[src/rtl/uart_resp_pkg.sv]
// Shared FSM state type, protocol byte values and helpers for uart_reg_responder.
package uart_resp_pkg;

    typedef enum logic [2:0] {
        IDLE,
        GET_ADDR,
        GET_DATA,
        EXEC,
        SEND
    } state_t;

    localparam logic [7:0] CMD_WRITE = 8'h57;
    localparam logic [7:0] CMD_READ  = 8'h52;
    localparam logic [7:0] RSP_ACK   = 8'h4B;
    localparam logic [7:0] RSP_ERR   = 8'h3F;

    function automatic logic [7:0] sat_inc8(input logic [7:0] v);
        return (v == 8'hFF) ? v : v + 8'd1;
    endfunction

endpackage

[src/rtl/uart_resp_timeout.sv]
// Idle-cycle counter for a partially received frame; expired pulses on the
// TIMEOUT_CYCLES-th consecutive enabled cycle since the last clear.
module uart_resp_timeout #(
    parameter int unsigned TIMEOUT_CYCLES = 1_000_000
) (
    input  logic clk,
    input  logic reset_n,
    input  logic clear,
    input  logic enable,
    output logic expired
);

    localparam int unsigned CW = $clog2(TIMEOUT_CYCLES + 1);

    logic [CW-1:0] cnt_q;

    assign expired = enable && (cnt_q == CW'(TIMEOUT_CYCLES - 1));

    always_ff @(posedge clk) begin
        if (!reset_n || clear) begin
            cnt_q <= '0;
        end else if (enable && !expired) begin
            cnt_q <= cnt_q + 1'b1;
        end
    end

endmodule

[src/rtl/uart_reg_responder.sv]
// Register-file responder on the uart RX/TX FIFO ports ('W' A D / 'R' A protocol).
// Optional partial-frame timeout enabled by defining UART_RESP_TIMEOUT_EN.
module uart_reg_responder
    import uart_resp_pkg::*;
#(
    parameter int unsigned NREGS          = 16,
    parameter int unsigned TIMEOUT_CYCLES = 1_000_000,
    localparam int unsigned AW            = $clog2(NREGS)
) (
    input  logic               clk,
    input  logic               reset_n,
    input  logic               rx_empty,
    input  logic [7:0]         r_data,
    output logic               rd_uart,
    input  logic               tx_full,
    output logic [7:0]         w_data,
    output logic               wr_uart,
    output logic [NREGS*8-1:0] regs_flat,
    output logic               reg_we,
    output logic [AW-1:0]      reg_addr,
    output logic [7:0]         err_cnt
);

    if (NREGS < 2 || NREGS > 256 || (NREGS & (NREGS - 1)) != 0 || TIMEOUT_CYCLES == 0)
    begin : g_bad_params
        $error("uart_reg_responder: illegal NREGS or TIMEOUT_CYCLES");
    end

    state_t                  state;
    logic [7:0]              cmd_q;
    logic [7:0]              addr_q;
    logic [7:0]              data_q;
    logic [NREGS-1:0][7:0]   regs_q;
    logic                    in_frame;
    logic                    addr_ok;
    logic [AW-1:0]           addr_idx;
    logic                    timeout_hit;

    assign in_frame  = (state == GET_ADDR) || (state == GET_DATA);
    assign addr_ok   = ({24'd0, addr_q} < NREGS);
    assign addr_idx  = addr_q[AW-1:0];
    assign regs_flat = regs_q;

    // FIFO strobes decode straight from state so the pop lands in the cycle r_data is latched.
    assign rd_uart = reset_n && !rx_empty && ((state == IDLE) || in_frame);
    assign wr_uart = reset_n && !tx_full && (state == SEND);

`ifdef UART_RESP_TIMEOUT_EN
    uart_resp_timeout #(
        .TIMEOUT_CYCLES(TIMEOUT_CYCLES)
    ) u_timeout (
        .clk    (clk),
        .reset_n(reset_n),
        .clear  (!in_frame || rd_uart),
        .enable (in_frame && rx_empty),
        .expired(timeout_hit)
    );
`else
    assign timeout_hit = 1'b0;
`endif

    always_ff @(posedge clk) begin
        if (!reset_n) begin
            state    <= IDLE;
            cmd_q    <= 8'h00;
            addr_q   <= 8'h00;
            data_q   <= 8'h00;
            regs_q   <= '0;
            w_data   <= 8'h00;
            reg_we   <= 1'b0;
            reg_addr <= '0;
            err_cnt  <= 8'h00;
        end else begin
            reg_we <= 1'b0;
            unique case (state)
                IDLE: begin
                    if (rd_uart) begin
                        cmd_q <= r_data;
                        state <= (r_data == CMD_WRITE || r_data == CMD_READ) ? GET_ADDR : EXEC;
                    end
                end
                GET_ADDR: begin
                    if (rd_uart) begin
                        addr_q <= r_data;
                        state  <= (cmd_q == CMD_WRITE) ? GET_DATA : EXEC;
                    end else if (timeout_hit) begin
                        state   <= IDLE;
                        err_cnt <= sat_inc8(err_cnt);
                    end
                end
                GET_DATA: begin
                    if (rd_uart) begin
                        data_q <= r_data;
                        state  <= EXEC;
                    end else if (timeout_hit) begin
                        state   <= IDLE;
                        err_cnt <= sat_inc8(err_cnt);
                    end
                end
                EXEC: begin
                    state <= SEND;
                    if (cmd_q == CMD_WRITE && addr_ok) begin
                        regs_q[addr_idx] <= data_q;
                        reg_we           <= 1'b1;
                        reg_addr         <= addr_idx;
                        w_data           <= RSP_ACK;
                    end else if (cmd_q == CMD_READ && addr_ok) begin
                        w_data <= regs_q[addr_idx];
                    end else begin
                        w_data  <= RSP_ERR;
                        err_cnt <= sat_inc8(err_cnt);
                    end
                end
                SEND: begin
                    if (wr_uart) begin
                        state <= IDLE;
                    end
                end
                default: state <= IDLE;
            endcase
        end
    end

endmodule
[config.mk]
export PLATFORM = sky130hd
export DESIGN_NAME = uart_reg_responder
export DESIGN_NICKNAME = d
export VERILOG_FILES = /design/src/rtl/uart_resp_pkg.sv /design/src/rtl/uart_resp_timeout.sv /design/src/rtl/uart_reg_responder.sv
export SDC_FILE = /design/constraint.sdc
export NUM_CORES = 1
export LEC_CHECK = 0
export ABC_AREA = 1
export CAP_MARGIN = 10
export CORE_ASPECT_RATIO = 0.75
export CORE_MARGIN = 1
export CORE_UTILIZATION = 40
export CTS_CLUSTER_SIZE = 12
export DETAILED_ROUTE_END_ITERATION = 6
export PLACE_DENSITY_LB_ADDON = 0.12
export SLEW_MARGIN = 20
export SYNTH_ARGS = -nofsm -noshare
export SYNTH_HDL_FRONTEND = slang
export SYNTH_HIERARCHICAL = 1
export SYNTH_SLANG_ARGS = --single-unit
[constraint.sdc]
create_clock -name clk -period 2 [get_ports clk]
set_clock_uncertainty 0.05 [all_clocks]
set_input_delay 0.3 -clock clk [delete_from_list [all_inputs] [get_ports clk]]
set_output_delay 0.3 -clock clk [all_outputs]
set_load 0.01 [all_outputs]
Word-level counts from Yosys, hierarchy flattened
Cells that the tools add are included.

Add/sub/neg operators: 1. Order comparisons: 3. Equality and inequality tests: 13. Mux-type cells: 15. Bitwise operators: 3. Reduce and logical (&&, ||, !) cells: 20.

Operator list (count): $bwmux W128 (1); $bmux W8 S4 (1); $demux W8 S4 (1); $eq A8 B7 Y1 const B (4); $mux W8 (4); $pmux W3 S5 (1); $mux W3 (4); $reduce_and A2 Y1 (5); $add A8 B1 Y8 const B (1); $eq A8 B8 Y1 const B (1); $lt A8 B5 Y1 const B (1); $ne A2 B2 Y1 const B (4); $reduce_and A4 Y1 (2); $logic_and A1 B1 Y1 (7); $eq A3 B2 Y1 const B (2); $lt A4 B5 Y1 const B (1); $ge A4 B1 Y1 const B (1); $eq A3 B1 Y1 const B (1); $eq A3 B3 Y1 const B (1); $logic_not A3 Y1 (1); $logic_or A1 B1 Y1 (3); $not A1 Y1 (3); $logic_not A1 Y1 (2); $mux W1 (2); $mux W2 (1).

Bits in registers: 176. Input bits: 12. Output and inout port bits: 151. Word-level logic and storage cells: 79.

Logic depth before layout (Yosys ltp)
Gate-level depths: netlist of run 1.

Depth in word-level cells: 6. Depth in mapped cells: 13. Gate-level depth less buffers: 11.

Least setup slack after synthesis of run 1
No wires, ideal clock.

Kind: flip-flop to flip-flop. Start point: register addr_q[0]. End point: register regs_q (netlist bit regs_flat[10]). Setup time: 0.132 ns. Arrival time: 1.530 ns. Data required time: 1.818 ns. Setup slack: 0.287 ns. Stages on the path, launching flop included: 9. Path buffers: 1. Clock period less this slack: 1.713 ns. Path through: dfxtp_1 > buf_2 > inv_1 > nor2_1 > inv_1 > nor2_1 > nand2_1 > nand2_1 > a21oi_1.

Longest elaborated chain between the ends: 5. Elaborated cells on any way between the ends: 9. Those cells by class: 3 x order compare; 3 x mux; 3 x reduce/logical.

RTL lines: start: declaration (RTL line uart_reg_responder.sv:31) `logic [7:0] addr_q;`; start signal: assignment (RTL line uart_reg_responder.sv:84) `addr_q <= r_data;`; $lt A4 B5 Y1 (not written as such) / $ge A4 B1 Y1 (equally long branches) (RTL line uart_reg_responder.sv:103) `regs_q[addr_idx] <= data_q;`; $logic_and A1 B1 Y1 (not written as such) (RTL line uart_reg_responder.sv:103); $mux W8 (not written as such) (RTL line uart_reg_responder.sv:103); $demux W8 S4 (RTL line uart_reg_responder.sv:103); $bwmux W128 (RTL line uart_reg_responder.sv:103); end signal: indexed assignment (RTL line uart_reg_responder.sv:103); end: declaration (RTL line uart_reg_responder.sv:33) `logic [NREGS-1:0][7:0] regs_q;`.

Several ways; a longest one is shown, not always the timed one. A chain may end at the register's enable or synchronous reset.

Worst setup path in the final report of run 1
Start point: register addr_q[1]. End point: register regs_q (netlist bit regs_flat[17]).

The elaborated chain is that of the path after synthesis.

==> flow_summary.ini, run 1 <==
[status]
outcome = finished clean

[drt]
drt_first_pass_iters = 7
route.detailed.drc = 0
post_drt_via_cell_ratio = 5.46
drt_wl_total_um = 28800
antenna_left = 0
drtIter0Drc = 922
vias = 8683
routedWlPerCell_um = 18.1

[global_routing]
grt_antenna_before_repair = 0
grt_pass1_wl_um = 43700
grt.busiest_layer = met1
use_met2 = 0.415
grt_overflow = 0
track_usage = 0.286
use_met3 = 0.0604
grt_start_max_net_pins = 56
grt_pass1_vias = 7721
grt_util_met1 = 0.427

[critical_path]
crit_path_start_kind = flip-flop
reg2reg_from = addr_q[1]
r2r_slack_ns = 0.14
critPathMaxStageDelay_ns = 0.41
crit_chain = inv_1 > nor2_1 > buf_4 > inv_1 > nor2_2 > buf_4 > nand3_1 > a21oi_1
path_class = flip-flop to flip-flop
r2r_cells = 8
required_ns = 2.33
end_kind = flip-flop
rr_endpoint = regs_flat[17]
critPathArrivalTime_ns = 2.18
critPathMaxFanout = 11
crit_slowest_cell = dfxtp_2

[place]
gp_congestion = 0.899
place_area_sq_um = 10200
port_buffers = 162
dp_hpwl_um = 20000

[synth]
ys.flop_type = dfxtp_1
synth_edf_count = 0
synthArstFlopShare = 0
synth_top_area_share = 0.449
netlist_instances = 1155
yosysTopAreaCell = dfxtp_1
synthTopCellsByCount = 436 x nand2_1, 176 x dfxtp_1, 149 x a21oi_1
syn_avg_cell_area_sq_um = 6.80
ys_seq_area_frac = 0.449
syn-num-nets = 1168
ys_types = 27
synthesis.area_sq_um = 7850
yosysWarnings = 6
ys_ff_latch = 176
yosys-top-cells-area = dfxtp_1 45%, nand2_1 21%, a21oi_1 9.5%
yosysMostFrequentCell = nand2_1

[power]
intPower_w = 0.00550
clockPowerShare = 0.451
p_leak_nw = 3.96
pwr-share-comb = 0.065
p_seq_frac = 0.484
p_sw_w = 0.00189
ir_worst_vdd_mv = 0.492
p_sw_frac = 0.256
power.density_nw_per_um2 = 685
p_total_w = 0.00740

[clock_network]
path_clk_slew_ns = 0.07
clock_path_buffers = 2
htreeDepth = 4
numCtsBuffers = 17
insertion_delay_ns = 0.44
clock_sinks = 176
cts_hold_buf = 0
cts_tree = done
cts_root_buf = clkbuf_16

[timing]
tightest_slew_ns = 0.489
fin_crit_ns = 1.86
slew_headroom = 0.674
grt_setup_unrepaired = false
report.final.slew_viol_count = 0
max_clock_freq_ghz = 0.538
setup_viol = 0
fin_crit_sh = 0.929
finalHoldViolations = 0

[floorplanning]
num_io_pins = 163
core-area_sq_um = 18800
rows = 43
die_x_um = 164
dieArea_sq_um = 20200
start_util = 0.417
fp.dieH_um = 123

[min_path]
whs_endpoint = w_data[5]
holdPathStages = 2
hp-start = w_data[5]
hold_path_class = flip-flop to flip-flop

[finish]
num_antenna_cells = 0
drive_above_1_share = 0.106
fin_area_sq_um = 10800
fillCellCount = 1805
fin_nets = 1344
syn_to_final_growth_pct = 37.4

[job]
maxCapViolations = 0
## final cells by class
| type | instances | area, sq um | area share |
|---|---|---|---|
| Tap cell | 247 | 309 | 0.0286 |
| Clock buffer | 19 | 453 | 0.0420 |
| Multi-Input combinational cell | 863 | 3920 | 0.363 |
| Sequential cell | 176 | 3530 | 0.327 |
| Inverter | 42 | 160 | 0.0148 |
| Clock inverter | 13 | 128 | 0.0118 |
| Timing Repair Buffer | 231 | 2290 | 0.213 |
## how the worst max path moves through the flow
stage,startpoint,end,slack [ns],cells past startpoint
global placement,addr_q[1],regs_flat[23],-0.11,8
detailed placement,addr_q[1],regs_flat[18],-0.07,8
global route,cmd_q[5],regs_flat[72],0.003,12
CTS,state[0],err_cnt[1],0.006,7
finish,addr_q[1],regs_flat[17],0.14,8
floorplan,addr_q[0],regs_flat[10],0.29,8
## metal layers
| metal | wire, um | vias to the layer above |
|---|---|---|
| met5 | 0 | - |
| met4 | 408 | 0 |
| met3 | 2450 | 38 |
| met2 | 12400 | 426 |
| met1 | 13600 | 4064 |
| li1 | - | 4155 |
## power groups by stage
stage	Clock [W]	Combinational, W	Sequential, W
detailed placement	0	0.000469	0.00365
finish	0.00333	0.000483	0.00358
CTS	0.00334	0.000471	0.00358
global route	0.00350	0.000516	0.00358
floorplan	0	0.000252	0.00364
global placement	0	0.000470	0.00365
## per-stage QoR
| step | util | TNS (ns) | instances | worst slack (ns) | hold slack, ns |
|---|---|---|---|---|---|
| after floorplan | - | 0 | 1155 | 0.287 | 0.363 |
| after global placement | 0.539 | -0.839 | 1559 | -0.108 | 0.411 |
| after detailed placement | 0.539 | -0.457 | 1559 | -0.0656 | 0.411 |
| after CTS | 0.570 | 0 | 1591 | 0.00592 | 0.421 |
| after global routing | 0.573 | 0 | 1591 | 0.00337 | 0.433 |
| final | 0.573 | 0 | 1591 | 0.142 | 0.418 |
## state kept, by name, indices dropped and copies added (netlist names), 3 cells and up
signal	count
cmd_q	8
w_data	8
regs_flat	128
err_cnt	8
data_q	8
state	3
addr_q	8
reg_addr	4
## cell families (layout without fill, tap and decap cells)
| group | count (synthesis) | count (layout) | synth area share |
|---|---|---|---|
| buf+inv | 116 | 305 | 0.0591 |
| simple gates | 656 | 656 | 0.348 |
| fa+ha+maj | 1 | 1 | 0.00159 |
| flops | 176 | 176 | 0.449 |
| xor+xnor | 4 | 4 | 0.00446 |
| compound gates | 202 | 202 | 0.139 |
## critical path, delay by kind of cell, from the launching register on
kind                   cells  cell delay [ns]
DFF                        1             0.41
and+or+nand+nor            3             0.49
buffers and inverters      4             0.68
AOI/OAI and AO/OA          1             0.16
## cells in the final DEF, fill, tap and decap left out, drive strengths merged
cell type | Yosys | layout
nand2 | 436 | 436
dfxtp | 176 | 176
clkdlybuf4s50 | 0 | 160
a21oi | 149 | 149
nand3 | 148 | 148
buf | 28 | 69
nor2 | 53 | 53
inv | 41 | 45
o21ai | 22 | 22
clkbuf | 46 | 19
o31ai | 13 | 13
a22oi | 12 | 12
nand4 | 9 | 9
nor3 | 9 | 9
clkinvlp | 0 | 5
a211oi | 4 | 4
clkinv | 1 | 4
xor2 | 3 | 3
o21bai | 2 | 2
xnor2 | 1 | 1
nor4 | 1 | 1
ha | 1 | 1
bufinv | 0 | 1
dlygate4sd2 | 0 | 1
dlymetal6s2s | 0 | 1
## what timing repair did
action / CTS / global route
hold endpoints to repair: 0 / 0
buffers inserted: 0 / 0
setup endpoints to repair: 10 / 140
gates resized for setup: 5 / 22
No activity file was read; power rests on OpenSTA's default activity.
==> run 2, diff against run 1 <==
--- a/config.mk
+++ b/config.mk
@@ -8,7 +8,7 @@
 export ABC_AREA = 1
 export CAP_MARGIN = 10
 export CORE_ASPECT_RATIO = 0.75
-export CORE_MARGIN = 1
+export CORE_MARGIN = 1.5
 export CORE_UTILIZATION = 40
 export CTS_CLUSTER_SIZE = 12
 export DETAILED_ROUTE_END_ITERATION = 6
==> flow_summary.ini, run 2 (synthesis results as in run 1) <==
[status]
outcome = finished, violations left
violations = design-rule violations

[power]
p_leak_nw = 4.01
p_total_w = 0.00772
power.density_nw_per_um2 = 713
ir_worst_vdd_mv = 0.476

[global_routing]
grt_pass1_wl_um = 44200
grt_overflow = 0
grt_antenna_before_repair = 0
track_usage = 0.279
grt_start_max_net_pins = 63
grt_pass1_vias = 7760

[place]
place_area_sq_um = 10100
place_ws_ns = 0.0311
placed_cells_incl_taps = 1565
port_buffers = 162
gp_congestion = 0.862
dp_hpwl_um = 19700

[drt]
routedWlPerCell_um = 18.0
drt_first_pass_iters = 7
drtIter0Drc = 1077
antenna_left = 0
post_drt_via_cell_ratio = 5.44
route.detailed.drc = 5
vias = 8708
drt_wl_total_um = 28800

[clock_network]
cts_tree = done
clock_path_buffers = 2
htreeDepth = 4
insertion_delay_ns = 0.43
path_clk_slew_ns = 0.07
numCtsBuffers = 17
cts_hold_buf = 0
clock_sinks = 176
cts_root_buf = clkbuf_16

[critical_path]
critPathArrivalTime_ns = 2.20
required_ns = 2.31
reg2reg_from = addr_q[0]
critPathMaxFanout = 7
r2r_cells = 8
path_class = flip-flop to flip-flop
startpoint = addr_q[0]
end_kind = flip-flop
crit_path_start_kind = flip-flop

[finish]
fillCellCount = 1837
num_antenna_cells = 0
layout_commonest_cell = nand2_1
fin_cells = 1601
fin_nets = 1349
syn_to_final_growth_pct = 37.9
fin_area_sq_um = 10800
drive_above_1_share = 0.102
layout_common_cells = 426 x nand2_1, 174 x dfxtp_1, 160 x clkdlybuf4s50_1, 148 x nand3_1, 148 x a21oi_1
largest_reg_flops = 128

[min_path]
holdPathStages = 2
hold_path_class = flip-flop to flip-flop
hp-start = w_data[5]

[floorplanning]
die_x_um = 165
num_io_pins = 163
fp.dieH_um = 124
dieArea_sq_um = 20500
rows = 44
core-area_sq_um = 19300
start_util = 0.406

[timing]
slew_headroom = 0.722
setup_viol = 0
setup_ws_ns = 0.109
finalHoldViolations = 0
report.final.slew_viol_count = 0
grt_setup_unrepaired = true
fin_crit_ns = 1.89
max_clock_freq_ghz = 0.529
fin_crit_sh = 0.946
tightest_slew_ns = 0.416

[job]
maxCapViolations = 0
-- run 2: cell types whose count changed in the layout (fill, tap and decap cells not counted), moves of 2 or more --
cell / before / now
dfxtp_2: 4 / 2
nor2_2: 14 / 12
nor2_1: 38 / 40
bufinv_16: 1 / 4
nand2_1: 421 / 426
clkinv_4: 2 / 0
nand2_2: 15 / 10
clkinvlp_4: 5 / 2
dfxtp_1: 172 / 174
buf_4: 56 / 64
buf_12: 12 / 7
-- run 2: path summary, 6_finish.rpt --
path / endpoint / slack [ns]
setup reg to reg: regs_flat[12] / 0.11
hold / removal: w_data[5] / 0.42
setup / recovery: regs_flat[12] / 0.11
hold reg to reg: w_data[5] / 0.42
-- run 2: final cells by class --
type	instances	area, sq um	area share
Timing Repair Buffer	236	2290	0.212
Tap cell	253	317	0.0292
Clock inverter	12	180	0.0166
Multi-Input combinational cell	863	3900	0.360
Sequential cell	176	3530	0.325
Inverter	42	160	0.0148
Clock buffer	19	453	0.0418
-- run 2: stage by stage --
stage | hold slack, ns | TNS (ns) | utilization
2_1_floorplan | 0.363 | 0 | -
6_report | 0.415 | 0 | 0.561
5_1_grt | 0.439 | -0.0120 | 0.561
3_3_place_gp | 0.407 | 0 | 0.523
4_1_cts | 0.418 | 0 | 0.556
3_5_place_dp | 0.408 | 0 | 0.523
-- run 2: layer usage --
metal	GRT usage	wire [um]
met1	0.426	13500
met2	0.390	12100
met3	0.0576	2620
met4	0.0800	673
met5	0	0
-- run 2: repair_timing --
item / 4_1_cts / 5_1_grt
hold endpoints to repair: 0 / 0
cloned: 0 / 1
buffers inserted: 0 / 4
pin swaps: 0 / 1
endpoints found under the setup margin: 2 / 107
gates resized for setup: 4 / 16
-- run 2: worst max-delay path, stage by stage, from the launching register on --
cell and delay (ns):
dfxtp_1 0.47, inv_1 0.11, nor2_1 0.15, buf_4 0.19, inv_1 0.15, nor2_1 0.23
buf_4 0.21, nand3_1 0.09, a21oi_1 0.16
-- run 2: where the power goes --
group	internal (W)	total (W)	switching, W
sequential	0.00354	0.00358	0.0000324
clock	0.00217	0.00367	0.00151
combinational	0.000151	0.000477	0.000325
==> run 3, diff against run 2 <==
--- a/config.mk
+++ b/config.mk
@@ -7,12 +7,15 @@
 export LEC_CHECK = 0
 export ABC_AREA = 1
 export CAP_MARGIN = 10
+export CELL_PAD_IN_SITES_DETAIL_PLACEMENT = 1
+export CELL_PAD_IN_SITES_GLOBAL_PLACEMENT = 1
 export CORE_ASPECT_RATIO = 0.75
 export CORE_MARGIN = 1.5
-export CORE_UTILIZATION = 40
+export CORE_UTILIZATION = 36
 export CTS_CLUSTER_SIZE = 12
 export DETAILED_ROUTE_END_ITERATION = 6
 export PLACE_DENSITY_LB_ADDON = 0.12
+export SKIP_CTS_REPAIR_TIMING = 1
 export SLEW_MARGIN = 20
 export SYNTH_ARGS = -nofsm -noshare
 export SYNTH_HDL_FRONTEND = slang
==> flow_summary.ini, run 3 (synthesis results as in run 1) <==
[status]
outcome = finished clean

[finish]
num_antenna_cells = 0
layout_commonest_cell = nand2_1
fin_nets = 1350
multiInputGateArea_sq_um = 3910
register_area_sq_um = 3530
drive_above_1_share = 0.105
largest_reg_flops = 128
layout_common_cells = 427 x nand2_1, 173 x dfxtp_1, 160 x clkdlybuf4s50_1, 148 x nand3_1, 148 x a21oi_1
syn_to_final_growth_pct = 39.3
fillCellCount = 2704

[drt]
routedWlPerCell_um = 20.0
route.detailed.drc = 0
drt_wl_total_um = 32800
antenna_left = 0
vias = 8972
drtIter0Drc = 694
post_drt_via_cell_ratio = 5.48
drt_first_pass_iters = 5

[floorplanning]
fp.dieH_um = 131
rows = 46
die_x_um = 174
core-area_sq_um = 21300
start_util = 0.369
num_io_pins = 163
dieArea_sq_um = 22700

[clock_network]
htreeDepth = 4
clock_path_buffers = 2
numCtsBuffers = 17
cts_tree = done
cts_root_buf = clkbuf_16
clock_sinks = 176
insertion_delay_ns = 0.44
path_clk_slew_ns = 0.07

[power]
ir_worst_vdd_mv = 0.533
p_leak_nw = 4.04
power.density_nw_per_um2 = 710

[critical_path]
crit_family = simple AND/OR/NAND/NOR gates
reg2reg_from = cmd_q[6]
path_buf_inv = 2
crit_top_cell = nand2_1
crit_chain = nand2_1 > nor2_2 > inv_1 > nor2_2 > nand2_2 > nor2_4 > buf_12 > nand2_1 > nand2_1 > a21oi_1
critPathArrivalTime_ns = 2.15
rr_endpoint = regs_flat[90]
path_class = flip-flop to flip-flop
crit_path_start_kind = flip-flop
required_ns = 2.26
crit_slowest_cell = dfxtp_1
end_kind = flip-flop
critPathMaxFanout = 13
critPathMaxStageDelay_ns = 0.34
r2r_slack_ns = 0.12
r2r_cells = 10

[timing]
tightest_slew_ns = 0.416
slew_headroom = 0.722
setup_viol = 0
finalHoldViolations = 0
fin_crit_ns = 1.88
fin_tns_setup_ns = 0
report.final.slew_viol_count = 0
fin_crit_sh = 0.942
setup_ws_ns = 0.116
max_clock_freq_ghz = 0.531
grt_setup_unrepaired = true

[job]
maxCapViolations = 0

[place]
port_buffers = 162
gp_congestion = 0.817
place_ws_ns = -0.00609
dp_hpwl_um = 22700

[min_path]
hold_path_class = flip-flop to flip-flop
whs_endpoint = w_data[7]
hp-start = w_data[7]
holdPathStages = 2

[global_routing]
track_usage = 0.282
grt_pass1_wl_um = 49600
grt_overflow = 0
grt_start_max_net_pins = 63
grt_pass1_vias = 8584
grt_antenna_before_repair = 0
[run 3: where the power goes]
part / internal [W] / switching, W / leakage, nW / total (W)
logic: 0.000151 / 0.000340 / 2.31 / 0.000491
registers: 0.00354 / 0.0000342 / 1.42 / 0.00358
clock network: 0.00204 / 0.00166 / 0.311 / 0.00370
total: 0.00573 / 0.00203 / 4.04 / 0.00777
[run 3: worst max path at each step]
stage	endpoint	cells past startpoint	slack (ns)	start
after CTS	wr_uart	3	-0.20	state[2]
after floorplan	regs_flat[10]	8	0.29	addr_q[0]
after detailed placement	regs_flat[0]	10	-0.006	cmd_q[6]
after global routing	regs_flat[26]	11	-0.03	cmd_q[7]
final	regs_flat[90]	10	0.12	cmd_q[6]
after global placement	rd_uart	6	0.06	reset_n
[run 3: per-layer routing]
metal / share of wire / track usage / up-vias / wire [um]
met5: 0 / 0 / - / 0
met4: 0.019 / 0.0854 / 0 / 635
met3: 0.067 / 0.0515 / 43 / 2210
met2: 0.44 / 0.443 / 342 / 14600
met1: 0.47 / 0.396 / 4420 / 15400
li1: - / - / 4167 / -
[run 3: layout make-up]
cell class / instances / area share
clock buffer: 17 / 0.0389
clock inverter: 15 / 0.0198
inverter: 42 / 0.0146
multi-input combinational: 863 / 0.357
sequential: 176 / 0.322
tap: 288 / 0.0329
timing repair buffer: 237 / 0.214
[run 3: metrics by stage]
| step | area (sq um) | util | hold WS (ns) | power [W] | instances |
|---|---|---|---|---|---|
| 2_1_floorplan | 7850 | - | 0.363 | 0.00389 | 1155 |
| 3_3_place_gp | 10200 | 0.478 | 0.409 | 0.00413 | 1602 |
| 3_5_place_dp | 10200 | 0.478 | 0.416 | 0.00413 | 1602 |
| 4_1_cts | 10800 | 0.508 | 0.430 | 0.00777 | 1634 |
| 5_1_grt | 10900 | 0.514 | 0.449 | 0.00796 | 1638 |
| 6_report | 10900 | 0.514 | 0.426 | 0.00777 | 1638 |
[run 3: worst min-delay path, cell delays in order, from the launching register on]
cell	delay, ns
dfxtp_1	0.31
nand2_1	0.06
a21oi_1	0.06
